**src/rtl/tia_cx_read.sv**
```systemverilog
// TIA collision latch block: fifteen pairwise collision latches set on visible
// pixels, cleared by CXCLR, and read back two bits at a time through a
// one-cycle-latency read port.
module tia_cx_read (
  input  logic       clk,
  input  logic       r_n,
  input  logic       pix_en,
  input  logic [5:0] obj,
  input  logic       cxclr,
  input  logic       rd_req,
  input  logic [3:0] addr,
  output logic       rd_ack,
  output logic [1:0] data,
  output logic [14:0] cx
);

  // Object bit positions within obj.
  localparam int P0 = 0;
  localparam int P1 = 1;
  localparam int M0 = 2;
  localparam int M1 = 3;
  localparam int BL = 4;
  localparam int PF = 5;

  // Pair table indexed by cx bit; bit 14 is CXM0P D7, bit 0 is CXPPMM D6.
  localparam int PAIR_A [15] = '{M0, P0, BL, M1, M1, M0, M0, P1, P1, P0, P0, M1, M1, M0, M0};
  localparam int PAIR_B [15] = '{M1, P1, PF, BL, PF, BL, PF, BL, PF, BL, PF, P1, P0, P0, P1};

  typedef enum logic [1:0] {
    IDLE        = 2'd0,
    ACK         = 2'd1,
    ACK_PENDING = 2'd2
  } state_t;

  logic [14:0] cx_reg;
  logic [14:0] hit;
  logic [1:0]  data_reg;
  logic [1:0]  rd_data;
  state_t      state_reg;
  state_t      state_next;

  // One coincidence detector per object pair, qualified by the pixel strobe.
  generate
    for (genvar gi = 0; gi < 15; gi++) begin : g_pair
      assign hit[gi] = pix_en & obj[PAIR_A[gi]] & obj[PAIR_B[gi]];
    end
  endgenerate

  // Collision latches: reset beats clear, clear beats set, otherwise sticky OR.
  always_ff @(posedge clk) begin
    if (!r_n) begin
      cx_reg <= '0;
    end else if (cxclr) begin
      cx_reg <= '0;
    end else begin
      cx_reg <= cx_reg | hit;
    end
  end

  // Register map decode from the latch state seen at the start of the cycle.
  always_comb begin
    rd_data = 2'b00;
    case (addr)
      4'h0: rd_data = {cx_reg[14], cx_reg[13]};
      4'h1: rd_data = {cx_reg[12], cx_reg[11]};
      4'h2: rd_data = {cx_reg[10], cx_reg[9]};
      4'h3: rd_data = {cx_reg[8],  cx_reg[7]};
      4'h4: rd_data = {cx_reg[6],  cx_reg[5]};
      4'h5: rd_data = {cx_reg[4],  cx_reg[3]};
      4'h6: rd_data = {cx_reg[2],  1'b0};
      4'h7: rd_data = {cx_reg[1],  cx_reg[0]};
      default: rd_data = 2'b00;
    endcase
  end

  // Read data register: captured on a request, forced to zero otherwise so
  // the bus idles at 2'b00 whenever no acknowledge is due.
  always_ff @(posedge clk) begin
    if (!r_n) begin
      data_reg <= 2'b00;
    end else if (rd_req) begin
      data_reg <= rd_data;
    end else begin
      data_reg <= 2'b00;
    end
  end

  // Read FSM state register.
  always_ff @(posedge clk) begin
    if (!r_n) begin
      state_reg <= IDLE;
    end else begin
      state_reg <= state_next;
    end
  end

  // Read FSM next state; a request arriving while acknowledging moves to
  // ACK_PENDING so back-to-back requests are each acknowledged in turn.
  always_comb begin
    state_next = IDLE;
    case (state_reg)
      IDLE:        state_next = rd_req ? ACK : IDLE;
      ACK:         state_next = rd_req ? ACK_PENDING : IDLE;
      ACK_PENDING: state_next = rd_req ? ACK_PENDING : IDLE;
      default:     state_next = IDLE;
    endcase
  end

  assign rd_ack = (state_reg == ACK) || (state_reg == ACK_PENDING);
  assign data   = data_reg;
  assign cx     = cx_reg;

endmodule
```
**config.mk**
```make
export PLATFORM = sky130hd
export DESIGN_NAME = tia_cx_read
export DESIGN_NICKNAME = d
export VERILOG_FILES = /design/src/rtl/tia_cx_read.sv
export SDC_FILE = /design/constraint.sdc
export NUM_CORES = 1
export LEC_CHECK = 0
export ABC_AREA = 1
export CAP_MARGIN = 20
export CELL_PAD_IN_SITES_DETAIL_PLACEMENT = 0
export CELL_PAD_IN_SITES_GLOBAL_PLACEMENT = 1
export CORE_UTILIZATION = 25
export DETAILED_ROUTE_END_ITERATION = 10
export PLACE_DENSITY_LB_ADDON = 0.1
export SLEW_MARGIN = 20
export SYNTH_ARGS = -nofsm -noshare
export SYNTH_HDL_FRONTEND = slang
export SYNTH_SLANG_ARGS = --single-unit
```
**constraint.sdc**
```tcl
create_clock -name clk -period 1 [get_ports clk]
set_clock_uncertainty 0.2 [all_clocks]
set_input_delay 0.15 -clock clk [delete_from_list [all_inputs] [get_ports clk]]
set_output_delay 0.15 -clock clk [all_outputs]
set_load 0.02 [all_outputs]
```
==> flow_summary.html <==
<table>
<tr><th>Metric</th><th>Value</th></tr>
<tr><th colspan="2">Run status</th></tr>
<tr><td>Status</td><td>complete, but fails checks</td></tr>
<tr><td>Violations in the final reports</td><td>negative hold slack, negative setup slack</td></tr>
<tr><th colspan="2">Yosys</th></tr>
<tr><td>Cell types with the largest area share after synthesis</td><td>sky130_fd_sc_hd__dfxtp_1 (45%), sky130_fd_sc_hd__nand3_1 (14%), sky130_fd_sc_hd__inv_1 (9.7%)</td></tr>
<tr><td>Gate count after technology mapping</td><td>117</td></tr>
<tr><td>Area share of and/or/nand/nor cells after synthesis</td><td>0.298</td></tr>
<tr><td>Adder-Cell Fraction of Synth Area</td><td>0.0295</td></tr>
<tr><td>Xor and xnor fraction of the mapped netlist area</td><td>0</td></tr>
<tr><td>Yosys top cell area share</td><td>0.449</td></tr>
<tr><td>Synthesis-stage register bit count</td><td>19</td></tr>
<tr><td>EDFF count, synth</td><td>0</td></tr>
<tr><td>Async SR Flop Fraction</td><td>0</td></tr>
<tr><td>Area of the mapped netlist</td><td>847 um^2</td></tr>
<tr><td>Yosys warning count</td><td>0</td></tr>
<tr><td>Synth area leader</td><td>sky130_fd_sc_hd__dfxtp_1</td></tr>
<tr><td>Number of distinct library cells after synthesis</td><td>13</td></tr>
<tr><td>Number of nets produced by synthesis</td><td>134</td></tr>
<tr><td>Primary flip-flop cell chosen by synthesis mapping</td><td>sky130_fd_sc_hd__dfxtp_1</td></tr>
<tr><td>Most common cell in the netlist</td><td>sky130_fd_sc_hd__nand3_1</td></tr>
<tr><td>Area fraction in compound gates after synthesis</td><td>0.105</td></tr>
<tr><td>Leading post-synthesis cells by instance count</td><td>sky130_fd_sc_hd__nand3_1 (24), sky130_fd_sc_hd__inv_1 (22), sky130_fd_sc_hd__dfxtp_1 (19)</td></tr>
<tr><td>Mux contribution to synthesized area</td><td>0</td></tr>
<tr><td>Combinational family with the most area after synthesis</td><td>simple AND/OR/NAND/NOR gates</td></tr>
<tr><td>Avg Inst Size Synth</td><td>7.24 um^2</td></tr>
<tr><td>Share of synthesized area occupied by flip-flops and latches</td><td>0.449</td></tr>
<tr><th colspan="2">Critical path</th></tr>
<tr><td>Worst Path Max Fanout</td><td>2</td></tr>
<tr><td>Count of cells along the worst register-to-register path</td><td>3</td></tr>
<tr><td>Peak per-stage delay on the critical path</td><td>0.35 ns</td></tr>
<tr><td>Kind of capture point of the worst setup path</td><td>primary output</td></tr>
<tr><td>Cell-by-cell trace of the critical path</td><td>inv_2 &gt; ha_4 &gt; buf_6</td></tr>
<tr><td>Setup CP Type</td><td>flop to primary output</td></tr>
<tr><td>Slowest library cell on the worst path</td><td>sky130_fd_sc_hd__dfxtp_2</td></tr>
<tr><td>Reg-to-reg setup timing slack</td><td>-0.06 ns</td></tr>
<tr><td>Crit path arrival time</td><td>1.05 ns</td></tr>
<tr><td>Type of element launching the critical path</td><td>flop</td></tr>
<tr><td>Data required time of the worst path</td><td>0.65 ns</td></tr>
<tr><th colspan="2">Floorplanning</th></tr>
<tr><td>Count of standard-cell rows</td><td>20</td></tr>
<tr><td>Starting Density</td><td>0.271</td></tr>
<tr><td>Area of the core region</td><td>0.00313 mm^2</td></tr>
<tr><td>Die area</td><td>0.00363 mm^2</td></tr>
<tr><td>Num ports</td><td>33</td></tr>
<tr><td>Die boundary width</td><td>60.2 um</td></tr>
<tr><td>Height of the die</td><td>60.2 um</td></tr>
<tr><th colspan="2">Clock tree</th></tr>
<tr><td>Worst-Skew Late Latency</td><td>approximately 0.3 ns</td></tr>
<tr><td>CTS tree</td><td>built</td></tr>
<tr><td>Clock Sink Count</td><td>19</td></tr>
<tr><td>Worst-path clk slew</td><td>0.12 ns</td></tr>
<tr><td>Root Driver</td><td>sky130_fd_sc_hd__clkbuf_4</td></tr>
<tr><td>Max clock buf depth</td><td>2</td></tr>
<tr><td>Clock H-tree levels</td><td>1</td></tr>
<tr><td>Number of clock buffers inserted by TritonCTS</td><td>3</td></tr>
<tr><th colspan="2">Cells and area</th></tr>
<tr><td>Proportion of layout cells with a drive suffix above 1</td><td>0.569</td></tr>
<tr><td>Net count, final</td><td>about 190</td></tr>
<tr><td>FF+latch area</td><td>404 um^2</td></tr>
<tr><td>ANT cells</td><td>0</td></tr>
<tr><td>Total area of multi-input combinational cells</td><td>490 um^2</td></tr>
<tr><td>Fillers</td><td>between 300 and 400</td></tr>
<tr><td>Area growth, synth to finish</td><td>96.9%</td></tr>
<tr><td>Max FFs per register</td><td>15</td></tr>
<tr><th colspan="2">Run</th></tr>
<tr><td>Max cap viols</td><td>0</td></tr>
<tr><th colspan="2">Power and ir drop</th></tr>
<tr><td>Register share of total power</td><td>0.523</td></tr>
<tr><td>Cell-internal power</td><td>around 1.1 mW</td></tr>
<tr><td>Leakage Power</td><td>roughly 0.72 nW</td></tr>
<tr><td>Post-layout power</td><td>1.51 mW</td></tr>
<tr><td>Switching power</td><td>~420 uW</td></tr>
<tr><td>Combinational share of power</td><td>0.217</td></tr>
<tr><td>Highest ir drop seen on vdd</td><td>roughly 0.00046 V</td></tr>
<tr><td>Part of the power in the clock network</td><td>0.260</td></tr>
<tr><td>Proportion of total power due to net switching</td><td>0.277</td></tr>
<tr><td>Power density of the placed cells</td><td>908 mW/mm^2</td></tr>
<tr><th colspan="2">Place</th></tr>
<tr><td>Port Buffers</td><td>32</td></tr>
<tr><td>Final weighted congestion in routability-driven placement</td><td>0.775</td></tr>
<tr><td>Placed wire-length estimate after detailed placement</td><td>approximately 1.8 mm</td></tr>
<tr><th colspan="2">STA</th></tr>
<tr><td>Relative slew slack</td><td>0.818</td></tr>
<tr><td>Actual slew at the worst max-slew pin</td><td>between 0.2 and 0.3 ns</td></tr>
<tr><td>Min Tclk post-route</td><td>1.40 ns</td></tr>
<tr><td>Final Hold Violating Endpoints</td><td>1</td></tr>
<tr><td>Max Slew Vio Count</td><td>0</td></tr>
<tr><td>Worst Slack Setup Final</td><td>-0.396 ns</td></tr>
<tr><td>RSZ-0062 raised after global routing</td><td>true</td></tr>
<tr><td>Count of final setup violators</td><td>21</td></tr>
<tr><td>Final cycle utilization of the critical path</td><td>1.40</td></tr>
<tr><td>Highest achievable clock rate</td><td>0.716 GHz</td></tr>
<tr><td>Final Hold Slack</td><td>-0.00589 ns</td></tr>
<tr><th colspan="2">Global route</th></tr>
<tr><td>Global routing usage summed across all routing layers</td><td>0.148</td></tr>
<tr><td>Number of antenna violations at the first check in global routing</td><td>0</td></tr>
<tr><td>Total overflow reported by the global router</td><td>0</td></tr>
<tr><td>Largest net degree at the start of global routing</td><td>16</td></tr>
<tr><td>Number of global-route vias before repair</td><td>857</td></tr>
<tr><td>Global-route wire length before repair</td><td>3.85 mm</td></tr>
<tr><th colspan="2">Route</th></tr>
<tr><td>Overall via count from detail_route</td><td>934</td></tr>
<tr><td>Iteration-0 DRC Markers</td><td>12</td></tr>
<tr><td>Detailed-routing iteration count for the pre-antenna-repair pass</td><td>2</td></tr>
<tr><td>Total Wirelength</td><td>2.56 mm</td></tr>
<tr><td>Drc violations</td><td>0</td></tr>
<tr><td>Antenna Nets Post-Route</td><td>0</td></tr>
<tr><td>Final routed wire length divided by cell count</td><td>11.8 um</td></tr>
<tr><td>Vias per std cell</td><td>4.28</td></tr>
<tr><th colspan="2">Hold path</th></tr>
<tr><td>Hold-critical path depth</td><td>3</td></tr>
<tr><td>Hold Crit Class</td><td>input pin to flop</td></tr>
</table>
## metrics by stage
stage | utilization | instances | setup slack [ns] | cell area (um^2) | TNS (ns)
5_1_grt | 0.533 | 218 | -0.445 | 1670 | -3.32
2_1_floorplan | - | 117 | -0.0695 | 875 | -0.0712
3_3_place_gp | 0.439 | 207 | -0.558 | 1370 | -10.27
6_report | 0.533 | 218 | -0.396 | 1670 | -2.52
3_5_place_dp | 0.439 | 207 | -0.575 | 1370 | -10.43
4_1_cts | 0.498 | 213 | -0.408 | 1560 | -2.75
## final timing paths
kind / start / to
worst max-delay path: state_reg[1]$_SDFF_PN0_ / rd_ack
worst min-delay path: obj[5] / cx[6]$_SDFF_PP0_
worst max register to register: state_reg[0]$_SDFF_PN0_ / state_reg[1]$_SDFF_PN0_
worst min register to register: cx[3]$_SDFF_PP0_ / cx[3]$_SDFF_PP0_
## what timing repair did
| item | CTS | global route |
|---|---|---|
| hold buffers | 0 | 0 |
| resized for setup | 150 | 17 |
| buffers inserted | 2 | 4 |
| cloned | 0 | 1 |
| hold endpoints to repair | 0 | 0 |
| setup endpoints to repair | 21 | 30 |
| pin swaps | 12 | 15 |
## cells by family (layout without fill, tap and decap cells)
| logic type | after synthesis | after routing |
|---|---|---|
| simple gates | 53 | 53 |
| buf+inv | 26 | 83 |
| flops | 19 | 19 |
| compound gates | 17 | 17 |
| fa+ha+maj | 2 | 2 |
## cells in the final DEF, fill, tap and decap left out, drive strengths merged
cell,n
a21oi,17
buf,41
clkbuf,4
clkdlybuf4s50,6
clkinv,1
dfxtp,19
dlygate4sd2,3
dlymetal6s2s,4
ha,2
inv,24
nand2,17
nand3,24
nor2,11
nor3b,1
## layer usage
| layer | vias up | track usage | part of all wire |
|---|---|---|---|
| li1 | 488 | - | - |
| met2 | 22 | 0.232 | 0.48 |
| met1 | 420 | 0.195 | 0.46 |
| met4 | 0 | 0.0731 | 0.019 |
| met5 | - | 0 | 0 |
| met3 | 4 | 0.0216 | 0.039 |
## final cells by class
type / instances / share of cell area
Tap cell: 44 / 0.0330
Clock buffer: 3 / 0.0135
Clock inverter: 1 / 0.00300
Timing Repair Buffer: 55 / 0.360
Inverter: 24 / 0.0540
Multi-Input combinational cell: 72 / 0.294
Sequential cell: 19 / 0.242
## power groups by stage
stage / Combinational (mW) / Clock [mW] / Sequential [mW]
final: 0.328 / 0.393 / 0.793
after global routing: 0.355 / 0.455 / 0.795
after CTS: 0.297 / 0.409 / 0.793
after detailed placement: 0.270 / 0 / 0.804
after global placement: 0.268 / 0 / 0.803
after floorplan: 0.0923 / 0 / 0.824
## critical path, delay by kind of cell, from the launching register on
| family | cells | cell delay, ns |
|---|---|---|
| flops | 1 | 0.35 |
| fa+ha+maj | 1 | 0.25 |
| buf+inv | 2 | 0.14 |
(Power assumes the default switching activity.)
